===== config.mk =====
export PLATFORM = sky130hd
export DESIGN_NAME = sram_port_arbiter
export DESIGN_NICKNAME = d
export VERILOG_FILES = /design/src/rtl/sram_port_arbiter.sv
export SDC_FILE = /design/constraint.sdc
export NUM_CORES = 1
export LEC_CHECK = 0
export ABC_AREA = 1
export CAP_MARGIN = 20
export CELL_PAD_IN_SITES_DETAIL_PLACEMENT = 1
export CELL_PAD_IN_SITES_GLOBAL_PLACEMENT = 1
export CORE_UTILIZATION = 28
export DETAILED_ROUTE_END_ITERATION = 12
export PLACE_DENSITY_LB_ADDON = 0.05
export SLEW_MARGIN = 5
export SYNTH_ARGS = -nofsm -noshare
export SYNTH_HDL_FRONTEND = slang
export SYNTH_SLANG_ARGS = --single-unit

===== constraint.sdc =====
create_clock -name clk -period 1.8 [get_ports clk]
set_clock_uncertainty 0.05 [all_clocks]
set_input_delay 0.36 -clock clk [delete_from_list [all_inputs] [get_ports clk]]
set_output_delay 0.36 -clock clk [all_outputs]
set_load 0.005 [all_outputs]

===== src/rtl/sram_port_arbiter.sv =====
// Shares one 16-bit single-ported SRAM between instruction fetch and the memory stage.
// Each 32-bit access runs as two halfword phases (LO then HI); freeze holds the pipeline meanwhile.
module sram_port_arbiter #(
    parameter int ADDR_W      = 18,
    parameter int WAIT_CYCLES = 1
) (
    input  logic              clk,
    input  logic              rst,
    input  logic              if_req,
    input  logic [31:0]       if_addr,
    output logic [31:0]       if_rdata,
    output logic              if_ready,
    input  logic              mem_r_en,
    input  logic              mem_w_en,
    input  logic [31:0]       mem_addr,
    input  logic [31:0]       mem_wdata,
    output logic [31:0]       mem_rdata,
    output logic              mem_ready,
    output logic              freeze,
    output logic [ADDR_W-1:0] sram_addr,
    output logic [15:0]       sram_dq_out,
    output logic              sram_dq_oe,
    input  logic [15:0]       sram_dq_in,
    output logic              sram_we_n,
    output logic              sram_oe_n
);

    typedef enum logic [1:0] {IDLE, LO, HI, DONE} state_t;

    // Index of the last cycle of a phase; a phase lasts WAIT_CYCLES+1 cycles.
    localparam logic [3:0] LAST = 4'(WAIT_CYCLES);

    state_t              state_q, state_d;
    logic [3:0]          cnt_q, cnt_d;
    logic                wr_q;
    logic                is_mem_q;
    logic [ADDR_W-2:0]   addr_q;
    logic [31:0]         wdata_q;
    logic [15:0]         lo_q;
    logic                if_ready_q, mem_ready_q;
    logic [31:0]         if_rdata_q, mem_rdata_q;

    logic mem_req, mem_elig, if_elig, last, done_hit;

    assign mem_req  = mem_r_en | mem_w_en;
    assign mem_elig = mem_req & ~mem_ready_q;
    assign if_elig  = if_req & ~if_ready_q;
    assign last     = (cnt_q == LAST);
    assign done_hit = (state_q == HI) && last;

    assign freeze    = (mem_req & ~mem_ready_q) | (if_req & ~if_ready_q);
    assign if_ready  = if_ready_q;
    assign mem_ready = mem_ready_q;
    assign if_rdata  = if_rdata_q;
    assign mem_rdata = mem_rdata_q;

    // Byte-lane bits and address bits above the SRAM are intentionally dropped.
    logic unused_addr_bits;
    assign unused_addr_bits = ^{if_addr[31:ADDR_W+1], if_addr[1:0],
                                mem_addr[31:ADDR_W+1], mem_addr[1:0]};

    always_comb begin
        state_d = state_q;
        cnt_d   = cnt_q;
        case (state_q)
            IDLE: begin
                if (mem_elig || if_elig) begin
                    state_d = LO;
                    cnt_d   = 4'd0;
                end
            end
            LO: begin
                if (last) begin
                    state_d = HI;
                    cnt_d   = 4'd0;
                end else begin
                    cnt_d = cnt_q + 4'd1;
                end
            end
            HI: begin
                if (last) begin
                    state_d = DONE;
                    cnt_d   = 4'd0;
                end else begin
                    cnt_d = cnt_q + 4'd1;
                end
            end
            DONE: state_d = IDLE;
            default: state_d = IDLE;
        endcase
    end

    // Strobes decode from registered state only, so they are stable across a phase.
    always_comb begin
        sram_addr   = '0;
        sram_dq_out = 16'h0;
        sram_dq_oe  = 1'b0;
        sram_we_n   = 1'b1;
        sram_oe_n   = 1'b1;
        if (state_q == LO || state_q == HI) begin
            sram_addr = {addr_q, state_q == HI};
            if (wr_q) begin
                sram_dq_oe  = 1'b1;
                sram_dq_out = (state_q == HI) ? wdata_q[31:16] : wdata_q[15:0];
                sram_we_n   = last;
            end else begin
                sram_oe_n = 1'b0;
            end
        end
    end

    always_ff @(posedge clk) begin
        if (rst) begin
            state_q  <= IDLE;
            cnt_q    <= 4'd0;
            wr_q     <= 1'b0;
            is_mem_q <= 1'b0;
            addr_q   <= '0;
            wdata_q  <= 32'h0;
            lo_q     <= 16'h0;
        end else begin
            state_q <= state_d;
            cnt_q   <= cnt_d;
            if (state_q == IDLE) begin
                if (mem_elig) begin
                    is_mem_q <= 1'b1;
                    wr_q     <= mem_w_en;
                    addr_q   <= mem_addr[ADDR_W:2];
                    wdata_q  <= mem_wdata;
                end else if (if_elig) begin
                    is_mem_q <= 1'b0;
                    wr_q     <= 1'b0;
                    addr_q   <= if_addr[ADDR_W:2];
                end
            end
            if (state_q == LO && last && !wr_q)
                lo_q <= sram_dq_in;
        end
    end

    // Ready flags are set on entry to DONE and held until the pipeline unfreezes.
    always_ff @(posedge clk) begin
        if (rst) begin
            if_ready_q  <= 1'b0;
            mem_ready_q <= 1'b0;
            if_rdata_q  <= 32'h0;
            mem_rdata_q <= 32'h0;
        end else begin
            if (done_hit && !is_mem_q)
                if_ready_q <= 1'b1;
            else if (!freeze)
                if_ready_q <= 1'b0;

            if (done_hit && is_mem_q)
                mem_ready_q <= 1'b1;
            else if (!freeze)
                mem_ready_q <= 1'b0;

            if (done_hit && !is_mem_q)
                if_rdata_q <= {sram_dq_in, lo_q};
            if (done_hit && is_mem_q && !wr_q)
                mem_rdata_q <= {sram_dq_in, lo_q};
        end
    end

endmodule


==> flow_summary_export.csv <==
group,metric,value,unit
logic_synthesis,syn-num-nets,960,
logic_synthesis,synth_edf_count,0,
finish,area_growth,54.7,%
logic_synthesis,async_flop_share,0,%
global_routing,gr-total-overflow,0,
placement,port_buffers,190,
logic_synthesis,ys_ff_latch,139,
drt,ant_nets,0,
finish,num-nets-final,1172,
die,core-area,21000,µm²
global_routing,grt_first_pass_wirelength,32900,µm
clock_tree,clock_sinks,139,
global_routing,antenna_found_initial,0,
drt,wire_per_inst,15.5,µm
critical_path,crit_chain,"inv_4 -> ha_4 -> buf_12 -> nand2_8 -> clkinvlp_4 -> buf_6 -> buf_6 -> o21ai_1 -> a21oi_1 -> buf_2",
power_and_ir_drop,peakVddDrop,572,µV
sta,slew_headroom,56.3,%
die,num_rows,53,
drt,drc,0,
critical_path,critPathKind,"flop to primary output",
sta,worst_pin_slew,0.655,ns
logic_synthesis,yosysWarningCount,0,
drt,drt_first_pass_iters,4,
logic_synthesis,synth_cell_types,26,
logic_synthesis,netlist_area,5970,µm²
critical_path,cpMaxStageDelayCell,"dfxtp_2",
status,violations,"negative setup slack",
clock_tree,cts_buffers,17,
die,start_util,28.5,%
drt,wirelength,20800,µm
logic_synthesis,synth_ff_type,"dfxtp_1",
sta,setup_viol,36,
clock_tree,clock_latency,0.42,ns
finish,n_antenna_cell,0,
sta,hold_viol_final,0,
finish,drive_gt1_share,16.3,%
critical_path,required,1.39,ns
critical_path,startpoint_type,"flop",
die,die_x,148,µm
sta,tns,-11.52,ns
critical_path,worst_setup_path_end_kind,"primary output",
sta,rsz0062_at_grt,"yes",
global_routing,grt_max_degree,61,
logic_synthesis,post-synth-top-area-cell,"dfxtp_1",
critical_path,cp_slowest_stage_delay,0.35,ns
critical_path,cpMostUsedCell,"buf_6",
flow_run,cap_violations,0,
placement,gp_congestion,0.754,
clock_tree,cts_tree,"built",
drt,drtIter0Drc,156,
power_and_ir_drop,p_leak,3.82,nW
min_path,hold_path.class,"input pin to flop",
sta,min_period_over_period,126,%
logic_synthesis,synthTopCellsByArea,"dfxtp_1 (47%), nand2_1 (13%), a21oi_1 (10%)",
logic_synthesis,ys_seq_area_share,46.6,%
sta,maxSlewViolCount,0,
critical_path,crit_fanout,3,
logic_synthesis,synthCells,837,
global_routing,grt_pass1_vias,5994,
die,io-pin-count,221,
sta,fmax,0.441,GHz
logic_synthesis,syn_area_per_cell,7.13,µm²
power_and_ir_drop,powerDensity,1300,nW/µm²
drt,vias_per_cell,4.53,
clock_tree,htree_levels,4,
sta,layout_setup_ws,-0.469,ns
placement,place_hpwl,13800,µm
status,status,"finished, violations left",
clock_tree,cts.path.max_buffers,2,
logic_synthesis,synth_top_area_share,46.6,%
clock_tree,cts-root-buf,"clkbuf_16",
critical_path,critPathArrivalTime,1.86,ns
clock_tree,clkTransAtPathRegs,0.06,ns
sta,min_period,2.27,ns
die,fp.dieH,148,µm
power_and_ir_drop,power.total,12.0,mW
global_routing,track_usage,19.6,%
drt,vias,6058,
die,dieArea,21900,µm²
repair_timing:
item / CTS / global route
setup endpoints to repair: 40 / 43
gates cloned: 5 / 0
setup buffers: 15 / 1
pin swaps: 1 / 4
hold buffers: 0 / 0
gates resized for setup: 162 / 34
worst max-delay path, delay by kind of cell, from the launching register on:
kind / cells / cell delay (ns)
buf+inv: 6 / 0.65
fa+ha+maj: 1 / 0.24
simple gates: 1 / 0.10
compound gates: 2 / 0.11
flops: 1 / 0.35
layer usage:
layer | share of wire, % | GRT usage [%] | vias to the layer above
li1 | - | - | 3091
met1 | 48 | 26.6 | 2828
met2 | 47 | 31.8 | 129
met3 | 3.8 | 3.52 | 10
met4 | 0.73 | 5.00 | 0
met5 | 0 | 0 | -
power by group:
group | internal, mW | switching [mW] | total (mW)
logic | 2.11 | 2.25 | 4.36
clock network | 2.41 | 1.42 | 3.84
registers | 3.56 | 0.276 | 3.84
area by class of cell:
| type | instances | area, µm² |
|---|---|---|
| fill | 2559 | 11700 |
| sequential | 139 | 2790 |
| multi-input combinational | 559 | 2690 |
| timing repair buffer | 247 | 2430 |
| clock buffer | 20 | 457 |
| tap | 275 | 344 |
| inverter | 83 | 327 |
| clock inverter | 12 | 186 |
| timing repair inverter | 2 | 15.0 |
sequential cells by signal, indices dropped and copies added, names as in the netlist:
| signal | cells |
|---|---|
| addr_q | 17 |
| cnt_q | 4 |
| if_rdata | 32 |
| if_ready | 1 |
| is_mem_q | 1 |
| lo_q | 16 |
| mem_rdata | 32 |
| mem_ready | 1 |
| state_q | 2 |
| wdata_q | 32 |
| wr_q | 1 |
cells by family (layout without fill, tap and decap cells):
group	after synthesis	count (layout)	synth area share, %
AOI/OAI and AO/OA	187	187	15.9
DFF	139	139	46.6
buffers and inverters	139	364	10.4
and+or+nand+nor	366	366	25.8
adders and majority gates	6	6	1.26
synthesized netlist by cell type (2+ instances only):
cell,n
inv_2,8
nand3b_1,2
nand3_4,2
nor2_4,2
inv_1,75
buf_1,4
buf_4,6
nand3_2,2
buf_6,7
nand3_1,60
buf_2,18
nand2_2,2
ha_1,6
clkbuf_1,20
a21oi_1,120
dfxtp_1,139
nand2_1,200
nor2_1,92
o21ai_0,65
worst paths after layout:
| check | start | to | slack [ns] | cells past startpoint |
|---|---|---|---|---|
| worst min-delay path | mem_w_en | wr_q$_SDFFE_PP0P_ | 0.38 | 3 |
| worst min register to register | wdata_q[5]$_SDFFE_PP0P_ | wdata_q[5]$_SDFFE_PP0P_ | 0.40 | 2 |
| worst max register to register | state_q[0]$_SDFFE_PP0P_ | cnt_q[1]$_SDFFE_PP0P_ | 0.07 | 10 |
| worst max-delay path | state_q[0]$_SDFFE_PP0P_ | sram_dq_out[14] | -0.47 | 10 |
cells in the final DEF (no fill, tap or decap), types with 2 or more instances in the layout:
| cell | count |
|---|---|
| a21oi_1 | 117 |
| a21oi_2 | 3 |
| buf_12 | 12 |
| buf_2 | 23 |
| buf_4 | 32 |
| buf_6 | 12 |
| bufinv_16 | 4 |
| clkbuf_16 | 17 |
| clkbuf_2 | 5 |
| clkbuf_8 | 2 |
| clkdlybuf4s15_2 | 5 |
| clkdlybuf4s50_1 | 149 |
| clkinv_4 | 2 |
| clkinvlp_4 | 5 |
| dfxtp_1 | 136 |
| dfxtp_2 | 3 |
| dlygate4sd2_1 | 5 |
| ha_1 | 4 |
| ha_4 | 2 |
| inv_1 | 71 |
| inv_2 | 8 |
| inv_4 | 2 |
| inv_6 | 5 |
| nand2_1 | 195 |
| nand2_2 | 6 |
| nand3_1 | 58 |
| nand3_2 | 4 |
| nand3_4 | 2 |
| nand3b_1 | 2 |
| nor2_1 | 92 |
| nor2_4 | 2 |
| o21ai_0 | 54 |
| o21ai_1 | 2 |
| o21ai_2 | 8 |
| o21ai_4 | 3 |
stage by stage:
| stage | util [%] | hold WS, ns | setup slack, ns | cell area (µm²) | cells |
|---|---|---|---|---|---|
| 4_1_cts | 43.8 | 0.365 | -0.449 | 9180 | 1337 |
| 6_report | 44.1 | 0.378 | -0.469 | 9230 | 1337 |
| 3_3_place_gp | 39.6 | 0.398 | -0.369 | 8290 | 1285 |
| 3_5_place_dp | 39.6 | 0.398 | -0.444 | 8290 | 1285 |
| 2_1_floorplan | - | 0.379 | 0.0389 | 5970 | 837 |
| 5_1_grt | 44.1 | 0.403 | -0.535 | 9230 | 1337 |
No activity file was read; power rests on OpenSTA's default activity.
